## src/rtl/morse_pkg.sv

```systemverilog
// morse_pkg: FSM state encoding, digit pattern constants and the
// pattern-to-digit lookup shared by the Morse key decoder files.
package morse_pkg;

  // Decoder FSM states
  localparam logic [2:0] ST_IDLE   = 3'd0;
  localparam logic [2:0] ST_PRESS  = 3'd1;
  localparam logic [2:0] ST_GAP    = 3'd2;
  localparam logic [2:0] ST_DECODE = 3'd3;
  localparam logic [2:0] ST_ERROR  = 3'd4;

  // Digit patterns: dot=0, dash=1, first symbol in the MSB
  localparam logic [4:0] PAT_DIGIT_1 = 5'b01111;
  localparam logic [4:0] PAT_DIGIT_2 = 5'b00111;
  localparam logic [4:0] PAT_DIGIT_3 = 5'b00011;
  localparam logic [4:0] PAT_DIGIT_4 = 5'b00001;
  localparam logic [4:0] PAT_DIGIT_5 = 5'b00000;
  localparam logic [4:0] PAT_DIGIT_6 = 5'b10000;
  localparam logic [4:0] PAT_DIGIT_7 = 5'b11000;
  localparam logic [4:0] PAT_DIGIT_8 = 5'b11100;
  localparam logic [4:0] PAT_DIGIT_9 = 5'b11110;
  localparam logic [4:0] PAT_DIGIT_0 = 5'b11111;

  typedef struct packed {
    logic       valid;
    logic [3:0] digit;
  } morse_digit_t;

  // Map a complete 5-symbol pattern to its digit; anything else is invalid.
  function automatic morse_digit_t pattern_to_digit(input logic [4:0] pattern);
    morse_digit_t res;
    res.valid = 1'b1;
    case (pattern)
      PAT_DIGIT_1: res.digit = 4'd1;
      PAT_DIGIT_2: res.digit = 4'd2;
      PAT_DIGIT_3: res.digit = 4'd3;
      PAT_DIGIT_4: res.digit = 4'd4;
      PAT_DIGIT_5: res.digit = 4'd5;
      PAT_DIGIT_6: res.digit = 4'd6;
      PAT_DIGIT_7: res.digit = 4'd7;
      PAT_DIGIT_8: res.digit = 4'd8;
      PAT_DIGIT_9: res.digit = 4'd9;
      PAT_DIGIT_0: res.digit = 4'd0;
      default: begin
        res.valid = 1'b0;
        res.digit = 4'd0;
      end
    endcase
    return res;
  endfunction

endpackage

```

## src/rtl/morse_key_conditioner.sv

```systemverilog
// morse_key_conditioner: brings the raw push-button into the clk domain with a
// 2-flop synchronizer. When MORSE_DEBOUNCE_EN is defined, a filter follows that
// only moves key_clean after DEBOUNCE_CYCLES consecutive cycles at a new level.
module morse_key_conditioner #(
  parameter int unsigned DEBOUNCE_CYCLES = 500_000
) (
  input  logic clk,
  input  logic rst,
  input  logic key_raw,
  output logic key_clean
);

  logic sync1_r;
  logic sync2_r;

  // Two-stage synchronizer for the asynchronous key input
  always_ff @(posedge clk or negedge rst) begin
    if (!rst) begin
      sync1_r <= 1'b0;
      sync2_r <= 1'b0;
    end else begin
      sync1_r <= key_raw;
      sync2_r <= sync1_r;
    end
  end

`ifdef MORSE_DEBOUNCE_EN
  localparam int DBW = (DEBOUNCE_CYCLES > 32'd1) ? $clog2(DEBOUNCE_CYCLES) : 1;
  localparam logic [DBW-1:0] DB_LAST = DBW'(DEBOUNCE_CYCLES - 32'd1);
  localparam logic [DBW-1:0] DB_ONE  = DBW'(32'd1);

  logic [DBW-1:0] db_cnt_r;
  logic           clean_r;

  // Accept a new level only after it has been stable for the full filter depth
  always_ff @(posedge clk or negedge rst) begin
    if (!rst) begin
      db_cnt_r <= '0;
      clean_r  <= 1'b0;
    end else if (sync2_r == clean_r) begin
      db_cnt_r <= '0;
    end else if (db_cnt_r == DB_LAST) begin
      clean_r  <= sync2_r;
      db_cnt_r <= '0;
    end else begin
      db_cnt_r <= db_cnt_r + DB_ONE;
    end
  end

  assign key_clean = clean_r;
`else
  // Filter depth has no effect in this build; no filter hardware is generated.
  if (DEBOUNCE_CYCLES != 32'd0) begin : g_filter_bypassed
  end

  assign key_clean = sync2_r;
`endif

endmodule

```

## src/rtl/morse_key_decoder.sv

```systemverilog
// morse_key_decoder: times key presses into dots/dashes, collects five symbols
// and decodes them to a digit with a one-cycle load pulse (err on a bad pattern
// or an abandoned character). Optional input debounce: MORSE_DEBOUNCE_EN.
module morse_key_decoder
  import morse_pkg::*;
#(
  parameter int unsigned DASH_THRESH     = 25_000_000,
  parameter int unsigned GAP_TIMEOUT     = 100_000_000,
  parameter int unsigned DEBOUNCE_CYCLES = 500_000
) (
  input  logic       clk,
  input  logic       rst,
  input  logic       enable,
  input  logic       key,
  output logic [3:0] user_input,
  output logic       load,
  output logic       err,
  output logic [2:0] sym_count
);

  localparam int PCW = $clog2(DASH_THRESH + 32'd1);
  localparam int GCW = $clog2(GAP_TIMEOUT + 32'd1);
  localparam logic [PCW-1:0] DASH_MAX  = PCW'(DASH_THRESH);
  localparam logic [PCW-1:0] PRESS_ONE = PCW'(32'd1);
  localparam logic [GCW-1:0] GAP_MAX   = GCW'(GAP_TIMEOUT);
  localparam logic [GCW-1:0] GAP_ONE   = GCW'(32'd1);

  logic           ks_s;
  logic           ks_prev_r;
  logic           ks_rise_s;
  logic           ks_fall_s;
  logic           sym_s;
  morse_digit_t   decode_s;

  logic [2:0]     state_r;
  logic [PCW-1:0] press_cnt_r;
  logic [GCW-1:0] gap_cnt_r;
  logic [4:0]     pattern_r;
  logic [2:0]     sym_count_r;
  logic [3:0]     user_input_r;
  logic           load_r;
  logic           err_r;

  morse_key_conditioner #(
    .DEBOUNCE_CYCLES (DEBOUNCE_CYCLES)
  ) u_conditioner (
    .clk       (clk),
    .rst       (rst),
    .key_raw   (key),
    .key_clean (ks_s)
  );

  // Edge detection on the conditioned key, symbol classification and lookup
  always_comb begin
    ks_rise_s = ks_s & ~ks_prev_r;
    ks_fall_s = ~ks_s & ks_prev_r;
    sym_s     = (press_cnt_r >= DASH_MAX);
    decode_s  = pattern_to_digit(pattern_r);
  end

  // Decoder FSM with its counters, pattern shift register and output pulses
  always_ff @(posedge clk or negedge rst) begin
    if (!rst) begin
      ks_prev_r    <= 1'b0;
      state_r      <= ST_IDLE;
      press_cnt_r  <= '0;
      gap_cnt_r    <= '0;
      pattern_r    <= 5'd0;
      sym_count_r  <= 3'd0;
      user_input_r <= 4'd0;
      load_r       <= 1'b0;
      err_r        <= 1'b0;
    end else begin
      ks_prev_r <= ks_s;
      load_r    <= 1'b0;
      err_r     <= 1'b0;
      if (!enable) begin
        // Disabled: abandon everything silently
        state_r     <= ST_IDLE;
        press_cnt_r <= '0;
        gap_cnt_r   <= '0;
        pattern_r   <= 5'd0;
        sym_count_r <= 3'd0;
      end else begin
        case (state_r)
          ST_IDLE: begin
            if (ks_rise_s) begin
              state_r     <= ST_PRESS;
              press_cnt_r <= '0;
            end
          end
          ST_PRESS: begin
            if (ks_fall_s) begin
              pattern_r   <= {pattern_r[3:0], sym_s};
              sym_count_r <= sym_count_r + 3'd1;
              if (sym_count_r == 3'd4) begin
                state_r <= ST_DECODE;
              end else begin
                state_r   <= ST_GAP;
                gap_cnt_r <= '0;
              end
            end else if (press_cnt_r != DASH_MAX) begin
              press_cnt_r <= press_cnt_r + PRESS_ONE;
            end
          end
          ST_GAP: begin
            // A new press wins over a coincident timeout
            if (ks_rise_s) begin
              state_r     <= ST_PRESS;
              press_cnt_r <= '0;
            end else if (gap_cnt_r == GAP_MAX) begin
              state_r <= ST_ERROR;
            end else begin
              gap_cnt_r <= gap_cnt_r + GAP_ONE;
            end
          end
          ST_DECODE: begin
            if (decode_s.valid) begin
              user_input_r <= decode_s.digit;
              load_r       <= 1'b1;
            end else begin
              err_r <= 1'b1;
            end
            pattern_r   <= 5'd0;
            sym_count_r <= 3'd0;
            state_r     <= ST_IDLE;
          end
          ST_ERROR: begin
            err_r       <= 1'b1;
            pattern_r   <= 5'd0;
            sym_count_r <= 3'd0;
            state_r     <= ST_IDLE;
          end
          default: begin
            pattern_r   <= 5'd0;
            sym_count_r <= 3'd0;
            state_r     <= ST_IDLE;
          end
        endcase
      end
    end
  end

  assign user_input = user_input_r;
  assign load       = load_r;
  assign err        = err_r;
  assign sym_count  = sym_count_r;

endmodule

```

## config.mk

```make
export PLATFORM = sky130hd
export DESIGN_NAME = morse_key_decoder
export DESIGN_NICKNAME = d
export VERILOG_FILES = /design/src/rtl/morse_pkg.sv /design/src/rtl/morse_key_conditioner.sv /design/src/rtl/morse_key_decoder.sv
export SDC_FILE = /design/constraint.sdc
export NUM_CORES = 1
export LEC_CHECK = 0
export ABC_AREA = 1
export ABC_CLOCK_PERIOD_IN_PS = 3800
export CAP_MARGIN = 5
export CORE_ASPECT_RATIO = 1.75
export CORE_MARGIN = 2
export CORE_UTILIZATION = 44
export CTS_CLUSTER_DIAMETER = 100
export DETAILED_ROUTE_END_ITERATION = 16
export PLACE_DENSITY = 0.61
export SYNTH_ARGS = -nofsm -noshare
export SYNTH_HDL_FRONTEND = slang
export SYNTH_SLANG_ARGS = --single-unit
```

## constraint.sdc

```tcl
create_clock -name clk -period 3.8 [get_ports clk]
set_clock_uncertainty 0.2 [all_clocks]
set_input_delay 0.76 -clock clk [delete_from_list [all_inputs] [get_ports clk]]
set_output_delay 0.76 -clock clk [all_outputs]
set_load 0.005 [all_outputs]
```

==> results.sh <==
export IMPL_setup_violations=0
export IMPL_r2r_end="gap_cnt_r[20]"
export IMPL_route_vias_total=4964
export IMPL_grt_start_max_net_pins=73
export IMPL_place_area_sq_um=5150
export IMPL_rsz0062_at_grt="no"
export IMPL_grt_pass1_vias=4934
export IMPL_fp_dieW_um=84.3
export IMPL_globalRouteOverflowTotal=0
export IMPL_worst_pin_slew_ns=0.970
export IMPL_path_class="input port to register"
export IMPL_worstSkewPairLatency_ns=0.33
export IMPL_p_total_mw=2.27
export IMPL_synth_distinct_cells=37
export IMPL_grt_pass1_wl_um=23400
export IMPL_firstDrtPassIters=5
export IMPL_ir_worst_vdd_v=0.000321
export IMPL_via_per_inst=5.41
export IMPL_nNetsFinal=790
export IMPL_synthCells=775
export IMPL_pin_count=13
export IMPL_ys_warn_count=0
export IMPL_report_final_slew_viol_count=0
export IMPL_synth_nets=785
export IMPL_root_buffer="clkbuf_16"
export IMPL_post_cts_buffers=0
export IMPL_dp_hpwl_um=10600
export IMPL_avgSynthCellArea_sq_um=6.41
export IMPL_syn_area_sq_um=4970
export IMPL_clock_sinks=72
export IMPL_fin_crit_sh_pct=71.4
export IMPL_ys_ff_latch=72
export IMPL_cp_required_ns=3.82
export IMPL_fin_area_sq_um=5460
export IMPL_layout_common_cells="265 x nand2_1, 129 x nor2_1, 72 x dfrtp_1"
export IMPL_status="completed"
export IMPL_hp_class="register to register"
export IMPL_ff2ff_setup_slack_ns=1.40
export IMPL_avgRoutedWirePerCell_um=15.4
export IMPL_io_buffers=12
export IMPL_r2r_cells=8
export IMPL_setup_ws_ns=1.09
export IMPL_p_comb_share_pct=23.0
export IMPL_synth_seq_area_share_pct=36.3
export IMPL_p_sw_share_pct=33.3
export IMPL_min_to="u_conditioner.key_clean"
export IMPL_relSlewSlack_pct=35.3
export IMPL_hold_depth=0
export IMPL_tritoncts="yes"
export IMPL_final_common_cell="nand2_1"
export IMPL_crit_arrival_ns=2.73
export IMPL_grt_util_all_layers_pct=24.6
export IMPL_max_freq_mhz=369
export IMPL_end_kind="register"
export IMPL_core_sq_um=11000
export IMPL_synth_edf_count=0
export IMPL_die_area_sq_um=12200
export IMPL_rows=51
export IMPL_hold_viol=0
export IMPL_start_util_pct=45.0
export IMPL_power_internal_mw=1.51
export IMPL_cap_viol_max_count=0
export IMPL_drive_gt1_share_pct=5.48
export IMPL_cp_max_fo=27
export IMPL_drt_wl_total_um=14100
export IMPL_die_y_um=145
export IMPL_finalSetupTns_ns=0
export IMPL_ctsResizeCount=0
export IMPL_ys_flop_type="dfrtp_1"
export IMPL_pre_cts_ws_ns=0.742
export IMPL_synthToLayoutAreaGrowth_pct=9.95
export IMPL_p_clk_share_pct=40.0
export IMPL_insertedDiodeCount=0
export IMPL_numCtsBuffers=9
export IMPL_route_detailed_drc=0
export IMPL_power_density_nw_per_um2=415
export IMPL_leakage_nw=2.36
export IMPL_drt_first_iter_violations=351
export IMPL_cts_path_max_buffers=2
export IMPL_switchingPower_mw=0.755
export IMPL_power_frac_seq_pct=37.0
export IMPL_r2r_start="sym_count[0]"
export IMPL_holdBufCountCts=0
export IMPL_nFillCells=1170
export IMPL_fin_crit_ns=2.71
export IMPL_start_kind="input port"
export IMPL_antenna_found_initial=0
export IMPL_synthArstFlopShare_pct=100
export IMPL_gp_congestion=0.930
export IMPL_drtAntennaViolNets=0
export IMPL_cts_max_level=3
export IMPL_hp_start="u_conditioner.sync1_r"
export IMPL_cts_reportedPaths_clkPinSlew_ns=0.06
-- through the flow --
stage / hold slack [ns] / util (%) / instances
after floorplan: 0.131 / - / 775
after global placement: 0.138 / 46.6 / 901
after detailed placement: 0.137 / 46.6 / 901
after CTS: 0.151 / 49.5 / 917
after global routing: 0.181 / 49.5 / 917
final: 0.150 / 49.5 / 917
-- flip-flops by register name, indices dropped and copies added, names as in the netlist --
register,flops
err,1
gap_cnt_r,27
ks_prev_r,1
load,1
pattern_r,5
press_cnt_r,25
state_r,3
sym_count,3
u_conditioner.key_clean,1
u_conditioner.sync1_r,1
user_input,4
-- Yosys cell counts, types with 5 or more instances --
cell type	instances	area share, %
nand2_1	265	20
nor2_1	129	9.7
dfrtp_1	72	36
nand3_1	68	6.8
inv_1	67	5.1
nand4_1	25	3.1
o21ai_0	20	2.0
o21ai_1	20	2.0
nor3_1	13	1.3
a21oi_1	11	1.1
inv_2	9	0.68
buf_2	7	0.71
xnor2_1	7	1.2
ha_1	6	1.5
buf_6	5	1.1
-- worst max-delay path, cell delays in order --
cell	delay, ns
clkdlybuf4s50_1	0.39
buf_4	0.18
inv_2	0.18
nor2_2	0.10
nand2_1	0.10
nand4_2	0.66
nand2_1	0.26
nand2_1	0.07
-- how the worst max path moves through the flow --
stage	end	slack (ns)	from	depth (start not counted)
2_1_floorplan	gap_cnt_r[17]	1.74	enable	8
3_3_place_gp	gap_cnt_r[3]	0.80	enable	8
3_5_place_dp	gap_cnt_r[20]	0.74	enable	8
4_1_cts	gap_cnt_r[20]	1.10	enable	8
5_1_grt	gap_cnt_r[8]	0.88	enable	8
6_report	gap_cnt_r[20]	1.09	enable	8
-- cell type report --
class | count | area [sq um] | area share [%]
clock buffer | 11 | 233 | 4.26
clock inverter | 5 | 81.3 | 1.49
inverter | 76 | 285 | 5.22
multi-input combinational | 605 | 2740 | 50.1
sequential | 72 | 1800 | 33.0
tap | 132 | 165 | 3.02
timing repair buffer | 16 | 160 | 2.93
-- per-layer routing --
metal / wire length, um / up-vias / track usage, %
met5: 0 / - / 0
met4: 824 / 0 / 15.5
met3: 378 / 42 / 3.77
met2: 7820 / 120 / 47.0
met1: 5080 / 2320 / 24.4
li1: - / 2482 / -
-- power by group through the flow --
stage | Sequential [mW] | Combinational (mW) | Clock, mW
floorplan | 0.846 | 0.396 | 0
global placement | 0.852 | 0.523 | 0
detailed placement | 0.853 | 0.522 | 0
CTS | 0.839 | 0.524 | 0.926
global route | 0.844 | 0.585 | 0.953
finish | 0.839 | 0.521 | 0.906
-- logic make-up (layout without fill, tap and decap cells) --
logic type / count (synthesis) / in the layout / synth area share (%)
and+or+nand+nor: 519 / 519 / 43.9
buffers and inverters: 98 / 108 / 8.66
DFF: 72 / 72 / 36.3
AOI/OAI and AO/OA: 69 / 69 / 7.71
xor gates and xnor gates: 11 / 11 / 1.94
adders and majority gates: 6 / 6 / 1.51
Power figures use the tool's default switching activity.
